===== src/rtl/data_mem_controller.sv =====
// Data-memory access controller: turns pipeline load/store requests into level
// handshakes with data memory, with alignment checks, a handshake timeout and load extension.
module data_mem_controller #(
    parameter int unsigned TIMEOUT_CYCLES = 64
) (
    input  logic        clk,
    input  logic        reset,
    input  logic        cpu_mem_read,
    input  logic        cpu_mem_write,
    input  logic [63:0] cpu_address,
    input  logic [1:0]  cpu_size,
    input  logic        cpu_signed,
    input  logic [63:0] cpu_write_data,
    output logic [63:0] cpu_read_data,
    output logic        cpu_stall,
    output logic        cpu_error,
    output logic        read_request,
    output logic        write_request,
    input  logic        read_ready,
    input  logic        write_ready,
    input  logic        write_finished,
    output logic [63:0] mem_address,
    output logic [1:0]  mem_block_size,
    output logic [63:0] mem_write_data,
    input  logic [63:0] mem_read_data
);

    localparam int unsigned CNT_W = (TIMEOUT_CYCLES > 2) ? $clog2(TIMEOUT_CYCLES) : 1;
    localparam logic [CNT_W-1:0] CNT_LAST = CNT_W'(TIMEOUT_CYCLES - 1);

    typedef enum logic [2:0] {
        IDLE,
        RD_WAIT,
        WR_WAIT_READY,
        WR_WAIT_DONE,
        DONE
    } state_e;

    state_e             state_q, state_d;
    logic               read_request_q, read_request_d;
    logic               write_request_q, write_request_d;
    logic               cpu_error_q, cpu_error_d;
    logic               err_q, err_d;
    logic [CNT_W-1:0]   wait_cnt_q, wait_cnt_d;
    logic [63:0]        cpu_read_data_q, cpu_read_data_d;
    logic [63:0]        mem_address_q, mem_address_d;
    logic [1:0]         mem_block_size_q, mem_block_size_d;
    logic [63:0]        mem_write_data_q, mem_write_data_d;
    logic               mem_signed_q, mem_signed_d;

    logic               req_present;
    logic               misaligned;
    logic               timeout;
    logic [CNT_W-1:0]   cnt_next;

    // Right-aligned load extension by access size
    function automatic logic [63:0] extend_load(input logic [63:0] d,
                                                input logic [1:0]  size,
                                                input logic        sgn);
        case (size)
            2'b00:   return {{56{sgn & d[7]}},  d[7:0]};
            2'b01:   return {{48{sgn & d[15]}}, d[15:0]};
            2'b10:   return {{32{sgn & d[31]}}, d[31:0]};
            default: return d;
        endcase
    endfunction

    always_comb begin
        case (cpu_size)
            2'b00:   misaligned = 1'b0;
            2'b01:   misaligned = cpu_address[0];
            2'b10:   misaligned = |cpu_address[1:0];
            default: misaligned = |cpu_address[2:0];
        endcase
    end

    assign req_present = cpu_mem_read | cpu_mem_write;
    assign timeout     = (wait_cnt_q == CNT_LAST);
    // Saturate so a late write_ready cannot wrap the shared write budget
    assign cnt_next    = timeout ? wait_cnt_q : wait_cnt_q + CNT_W'(1);

    always_comb begin
        state_d          = state_q;
        err_d            = err_q;
        wait_cnt_d       = wait_cnt_q;
        cpu_read_data_d  = cpu_read_data_q;
        mem_address_d    = mem_address_q;
        mem_block_size_d = mem_block_size_q;
        mem_write_data_d = mem_write_data_q;
        mem_signed_d     = mem_signed_q;

        case (state_q)
            IDLE: begin
                if (req_present) begin
                    wait_cnt_d = '0;
                    if ((cpu_mem_read & cpu_mem_write) | misaligned) begin
                        err_d   = 1'b1;
                        state_d = DONE;
                    end else begin
                        err_d            = 1'b0;
                        mem_address_d    = cpu_address;
                        mem_block_size_d = cpu_size;
                        mem_write_data_d = cpu_write_data;
                        mem_signed_d     = cpu_signed;
                        state_d          = cpu_mem_read ? RD_WAIT : WR_WAIT_READY;
                    end
                end
            end
            RD_WAIT: begin
                wait_cnt_d = cnt_next;
                if (read_ready) begin
                    cpu_read_data_d = extend_load(mem_read_data, mem_block_size_q, mem_signed_q);
                    state_d         = DONE;
                end else if (timeout) begin
                    err_d   = 1'b1;
                    state_d = DONE;
                end
            end
            WR_WAIT_READY: begin
                wait_cnt_d = cnt_next;
                if (write_ready) begin
                    state_d = WR_WAIT_DONE;
                end else if (timeout) begin
                    err_d   = 1'b1;
                    state_d = DONE;
                end
            end
            WR_WAIT_DONE: begin
                wait_cnt_d = cnt_next;
                if (write_finished) begin
                    state_d = DONE;
                end else if (timeout) begin
                    err_d   = 1'b1;
                    state_d = DONE;
                end
            end
            DONE: begin
                err_d   = 1'b0;
                state_d = IDLE;
            end
            default: state_d = IDLE;
        endcase

        read_request_d  = (state_d == RD_WAIT);
        write_request_d = (state_d == WR_WAIT_READY);
        cpu_error_d     = (state_d == DONE) & err_d;
    end

    always_ff @(posedge clk) begin
        if (reset) begin
            state_q          <= IDLE;
            read_request_q   <= 1'b0;
            write_request_q  <= 1'b0;
            cpu_error_q      <= 1'b0;
            err_q            <= 1'b0;
            wait_cnt_q       <= '0;
            cpu_read_data_q  <= '0;
            mem_address_q    <= '0;
            mem_block_size_q <= '0;
            mem_write_data_q <= '0;
            mem_signed_q     <= 1'b0;
        end else begin
            state_q          <= state_d;
            read_request_q   <= read_request_d;
            write_request_q  <= write_request_d;
            cpu_error_q      <= cpu_error_d;
            err_q            <= err_d;
            wait_cnt_q       <= wait_cnt_d;
            cpu_read_data_q  <= cpu_read_data_d;
            mem_address_q    <= mem_address_d;
            mem_block_size_q <= mem_block_size_d;
            mem_write_data_q <= mem_write_data_d;
            mem_signed_q     <= mem_signed_d;
        end
    end

    // Stall holds the pipeline from request acceptance until the DONE cycle
    assign cpu_stall      = (state_q == IDLE) ? req_present : (state_q != DONE);
    assign read_request   = read_request_q;
    assign write_request  = write_request_q;
    assign cpu_error      = cpu_error_q;
    assign cpu_read_data  = cpu_read_data_q;
    assign mem_address    = mem_address_q;
    assign mem_block_size = mem_block_size_q;
    assign mem_write_data = mem_write_data_q;

endmodule


===== config.mk =====
export PLATFORM = sky130hd
export DESIGN_NAME = data_mem_controller
export DESIGN_NICKNAME = d
export VERILOG_FILES = /design/src/rtl/data_mem_controller.sv
export SDC_FILE = /design/constraint.sdc
export NUM_CORES = 1
export LEC_CHECK = 0
export CORE_AREA = 2 2 156 158
export CTS_BUF_LIST = sky130_fd_sc_hd__clkbuf_4 sky130_fd_sc_hd__clkbuf_8
export CTS_CLUSTER_DIAMETER = 200
export DETAILED_ROUTE_END_ITERATION = 10
export DIE_AREA = 0 0 158 160
export DONT_BUFFER_PORTS = 1
export PLACE_DENSITY_LB_ADDON = 0.15
export SLEW_MARGIN = 10
export SYNTH_ARGS = -nofsm -noshare
export SYNTH_HDL_FRONTEND = slang
export SYNTH_SLANG_ARGS = --single-unit

===== constraint.sdc =====
create_clock -name clk -period 2.8 [get_ports clk]
set_input_delay 0.56 -clock clk [delete_from_list [all_inputs] [get_ports clk]]
set_output_delay 0.56 -clock clk [all_outputs]
set_load 0.05 [all_outputs]

### Word-level counts from Yosys, hierarchy flattened

Cells that the tools add are included.

* input bits: 202
* bits in registers: 208
* output and inout bits: 198

* add/sub/neg operators: 1
* bitwise gates (word level): 8
* reduce and logical (&&, ||, !) cells: 10
* eq/ne operators: 15
* multiplexer cells: 21

Operators with widths (count)
* 64-bit one-hot mux with 3 select lines: 1
* 3-bit 2-to-1 mux: 6
* 6-bit 2-to-1 mux: 2
* 3-bit one-hot mux with 4 select lines: 1
* 6-bit one-hot mux with 2 select lines: 1
* 3-bit by 2-bit == test with 1-bit output (second input constant): 3
* 1-bit 2-to-1 mux: 7
* 6-bit by 1-bit adder with 6-bit output (second input constant): 1
* 3-bit by 1-bit == test with 1-bit output (second input constant): 2
* 3-bit == test (second input constant): 2
* 6-bit == test (second input constant): 1
* 3-bit AND reduction: 2
* 3-bit OR reduction: 2
* 1-bit bitwise AND: 5
* 1-bit one-hot mux with 5 select lines: 1
* 2-bit by 1-bit == test with 1-bit output (second input constant): 2
* 2-bit == test (second input constant): 2
* 2-bit zero test: 2
* 2-bit != test (second input constant): 2
* 3-bit zero test: 1
* 3-bit != test (second input constant): 1
* 1-bit one-hot mux with 3 select lines: 1
* 2-bit 2-to-1 mux: 1
* 1-bit bitwise OR: 2
* 4 further kinds: 4

### Longest topological paths before layout

* depth in word-level cells: 8
* depth in mapped cells: 7
* mapped depth without buffers: 5

### Worst setup path before layout

No wires, ideal clock.

* path kind: input-to-output
* start: input cpu_mem_write
* end: output cpu_stall
* setup slack: 0.927 ns
* stages on the path: 3
* buffers on the path: 0
* data arrival time: 1.313 ns
* cell sequence: or2_2 > nand2_1 > nand2_1

* cells in the longest elaborated chain, start to end: 2

Ends and longest elaborated chain
* start: declaration: RTL line 9 `input logic cpu_mem_write,`
* 1-bit bitwise OR: RTL line 77 `assign req_present = cpu_mem_read | cpu_mem_write;`
* 1-bit 2-to-1 mux: RTL line 178 `assign cpu_stall = (state_q == IDLE) ? req_present : (state_q != DONE);`
* end: declaration: RTL line 15 `output logic cpu_stall,`

No other way between the ends.

### Final worst setup path

* start: register state_q[2]
* end: output cpu_stall

* cells in the longest elaborated chain, start to end: 2

Ends and longest elaborated chain
* start: declaration: RTL line 39 `state_e state_q, state_d;`
* start signal: assignment: RTL line 163 `state_q <= state_d;`
* 3-bit != test or 3-bit zero test (tied branches): RTL line 178
* 1-bit 2-to-1 mux (*): RTL line 178

Mark *: on every way between the ends. The rest lies on a longest branch, timed or not.

==> flow_metrics.tcl <==
set metrics [dict create \
    hold_wc_path_type "in -> reg" \
    internal_power_mw 5.16 \
    final.setup_skew_ns 0.0153 \
    drt_first_pass_iters 5 \
    worst_slew_pin_slew_ns 0.809 \
    static-leakage-power_nw 2.97 \
    power.share.clock_pct 40.3 \
    slew_headroom_pct 45.8 \
    total_switching_power_mw 2.37 \
    post-layout-total-power_mw 7.53 \
    std_cell_rows 57 \
    powerDensity_nw_per_um2 842 \
    run_status "complete, no violations" \
    synth-simple-area-share_pct 14.5 \
    post-cts-setup-buffers 0 \
    setup_tns_ns 0 \
    critical_path.max_fanout 10 \
    ys_dominant_reg_cell "sky130_fd_sc_hd__dfxtp_1" \
    drt_iter0_drc 549 \
    numCtsBuffers 38 \
    drive_gt1_share_pct 9.34 \
    slew_viol_final 0 \
    drt-total-wl_um 25600 \
    ctsHtreeMaxLevel 2 \
    synth_area_um2 7990 \
    cts-root-to-sink-buffers 3 \
    synth-warning-count 0 \
    yosysUniqueCellTypes 46 \
    grt_start_max_net_pins 149 \
    number_of_flops_mapped_to_enable_cells_by_yosys 0 \
    insertion_delay_ns 0.51 \
    nNetsFinal 1133 \
    die-area_um2 25300 \
    synth-compound-area-share_pct 27.0 \
    track_usage_pct 19.1 \
    grt_setup_unrepaired "false" \
    via_per_inst 5.49 \
    synth-xor-area-share_pct 0.219 \
    post_cts.resized_instances 0 \
    first_pass_grt_wire_length_um 38700 \
    whs_ns 0.120 \
    critPathLaunchType "register" \
    standard_cell_core_area_um2 23800 \
    placement.setup.worst_slack_ns 0.743 \
    timing.final.hold_violations 0 \
    hpwl_um 16300 \
    slowest_stage "sky130_fd_sc_hd__nand2_1" \
    path_clk_slew_ns 0.06 \
    worst_slack_ns 0.346 \
    layout.cells.non_filler 1278 \
    classification_of_the_worst_setup_path "reg -> out" \
    ys_seq_elements 208 \
    antenna_violations_before_repair 2 \
    crit_path_end_kind "primary output" \
    globalRouteOverflowTotal 0 \
    max_clock_freq_ghz 0.408 \
    route.detailed.drc 0 \
    postLayoutCoreUtil_pct 37.6 \
    sw_frac_of_total_pct 31.4 \
    die_h_um 160 \
    layout_common_cells "sky130_fd_sc_hd__dfxtp_1, sky130_fd_sc_hd__a21oi_1, sky130_fd_sc_hd__o21ai_0" \
    sequentialPowerShare_pct 51.2 \
    worst_path_required_time_ns 2.24 \
    finalWeightedCongestion 0.778 \
    postRouteAntennaNets 0 \
    synthesis.instances 975 \
    placed_cells 1214 \
    grt_pass1_vias 6889 \
    cpPeakStageDelay_ns 0.44 \
    vias 7014 \
    largest_family_of_logic_cells_by_synthesized_area "compound AO/OA/AOI/OAI gates" \
    post-route-min-period_ns 2.45 \
    avgRoutedWirePerCell_um 20.0 \
    layout.cells.most_common "sky130_fd_sc_hd__dfxtp_1" \
    worst-path-buf-inv 0 \
    worst_ir_drop_vdd_uv 480 \
    cpLargestDelayFamily "simple AND/OR/NAND/NOR gates" \
    count_of_hold_buffers_inserted_by_post_cts_repair 0 \
    layout.cell_area.non_filler_um2 8950 \
    total_of_buffers_placed_on_input_and_output_ports 0 \
    cp_cell_sequence "nor3_4 > nand2_1 > nand2_1" \
    fp.dieW_um 158 \
    timing.final.setup_violations 0 \
    start_util_pct 33.5 \
    placedInstanceArea_um2 8150 \
    clock-sinks 208 \
    area_growth_syn_to_layout_pct 12.0 \
    seq_area_frac_synth_pct 52.1 \
    io_pins 400 \
    worst_ep_arrival_time_ns 1.89 \
    post_synth_fa_ha_maj_area_fraction_pct 0.157 \
    postSynth.asyncResetShare_pct 0 \
    crit_path_frequent_cell "sky130_fd_sc_hd__nand2_1" \
    synth_net_count 1178 \
    cts_tree "yes" \
    post-route-period-util_pct 87.6 \
    power.share.combinational_pct 8.4 \
    muxShareOfSynthArea_pct 0.251 \
    post_synthesis_average_cell_area_um2 8.19 \
    clk_root_buffer_cell "sky130_fd_sc_hd__clkbuf_8" \
    max_cap_viol_count 0 \
]
==> layer usage <==
metal  global-route usage, %  share of wire, %  vias up
met2                    31.1                47      318
li1                        -                 -     3368
met4                    7.53               3.2        2
met1                    21.9                39     3270
met5                       0             0.051        -
met3                    8.58                12       56
==> final cells by class <==
class / count / area [um^2]
multi-input cells: 663 / 3390
flip-flops and latches: 208 / 4160
fillers: 2503 / 14900
repair buffers: 15 / 175
clock buffers: 58 / 723
inverters: 4 / 15.0
clock inverters: 5 / 75.1
well taps: 324 / 405
diodes: 1 / 2.50
==> power by group through the flow <==
| stage | Clock [mW] | Combinational [mW] | Sequential (mW) |
|---|---|---|---|
| after floorplan | 0 | 0.552 | 3.86 |
| after global placement | 0 | 0.637 | 3.93 |
| after detailed placement | 0 | 0.643 | 3.92 |
| after CTS | 3.15 | 0.644 | 3.86 |
| after global routing | 3.29 | 0.723 | 3.88 |
| final | 3.04 | 0.636 | 3.86 |
==> flip-flops by register name, summed over array words and instances, names as in the netlist <==
register	cells
read_request	1
wait_cnt_q	6
mem_address	64
write_request	1
err_q	1
mem_signed_q	1
cpu_error	1
state_q	3
cpu_read_data	64
mem_write_data	64
mem_block_size	2
==> logic make-up after synthesis <==
kind of cell / after synthesis
AO/OA/AOI/OAI: 414
AND/OR/NAND/NOR: 244
flip-flops: 208
buffers and inverters: 104
XOR/XNOR: 2
multiplexers: 2
adder cells (fa/ha/maj): 1
==> cells in the mapped netlist, types with 2 or more instances <==
cell type	instances	area share, %
sky130_fd_sc_hd__dfxtp_1	208	52
sky130_fd_sc_hd__clkbuf_1	73	3.4
sky130_fd_sc_hd__buf_2	13	0.81
sky130_fd_sc_hd__a21o_1	2	0.19
sky130_fd_sc_hd__a21oi_1	200	13
sky130_fd_sc_hd__inv_1	4	0.19
sky130_fd_sc_hd__o21bai_1	2	0.19
sky130_fd_sc_hd__o21ai_0	190	12
sky130_fd_sc_hd__buf_6	2	0.28
sky130_fd_sc_hd__a31oi_1	2	0.16
sky130_fd_sc_hd__buf_4	10	0.94
sky130_fd_sc_hd__nor2b_1	2	0.16
sky130_fd_sc_hd__or2_2	2	0.16
sky130_fd_sc_hd__nand3_1	136	8.5
sky130_fd_sc_hd__buf_1	2	0.094
sky130_fd_sc_hd__mux2i_1	2	0.25
sky130_fd_sc_hd__nor3_1	3	0.19
sky130_fd_sc_hd__nor2_1	8	0.38
sky130_fd_sc_hd__nand2_1	80	3.8
sky130_fd_sc_hd__and2_1	4	0.31
sky130_fd_sc_hd__xnor2_1	2	0.22
sky130_fd_sc_hd__o211ai_1	3	0.28
sky130_fd_sc_hd__o2111ai_1	2	0.22
==> path summary, 6_finish.rpt <==
path	startpoint	slack, ns	depth (start not counted)	end
setup reg to reg	state_q[0]	0.80	6	cpu_read_data[57]
hold reg to reg	err_q	0.50	2	err_q
setup / recovery	state_q[2]	0.35	3	cpu_stall
hold / removal	reset	0.12	1	cpu_read_data[5]
No activity file was read; power rests on OpenSTA's default activity.
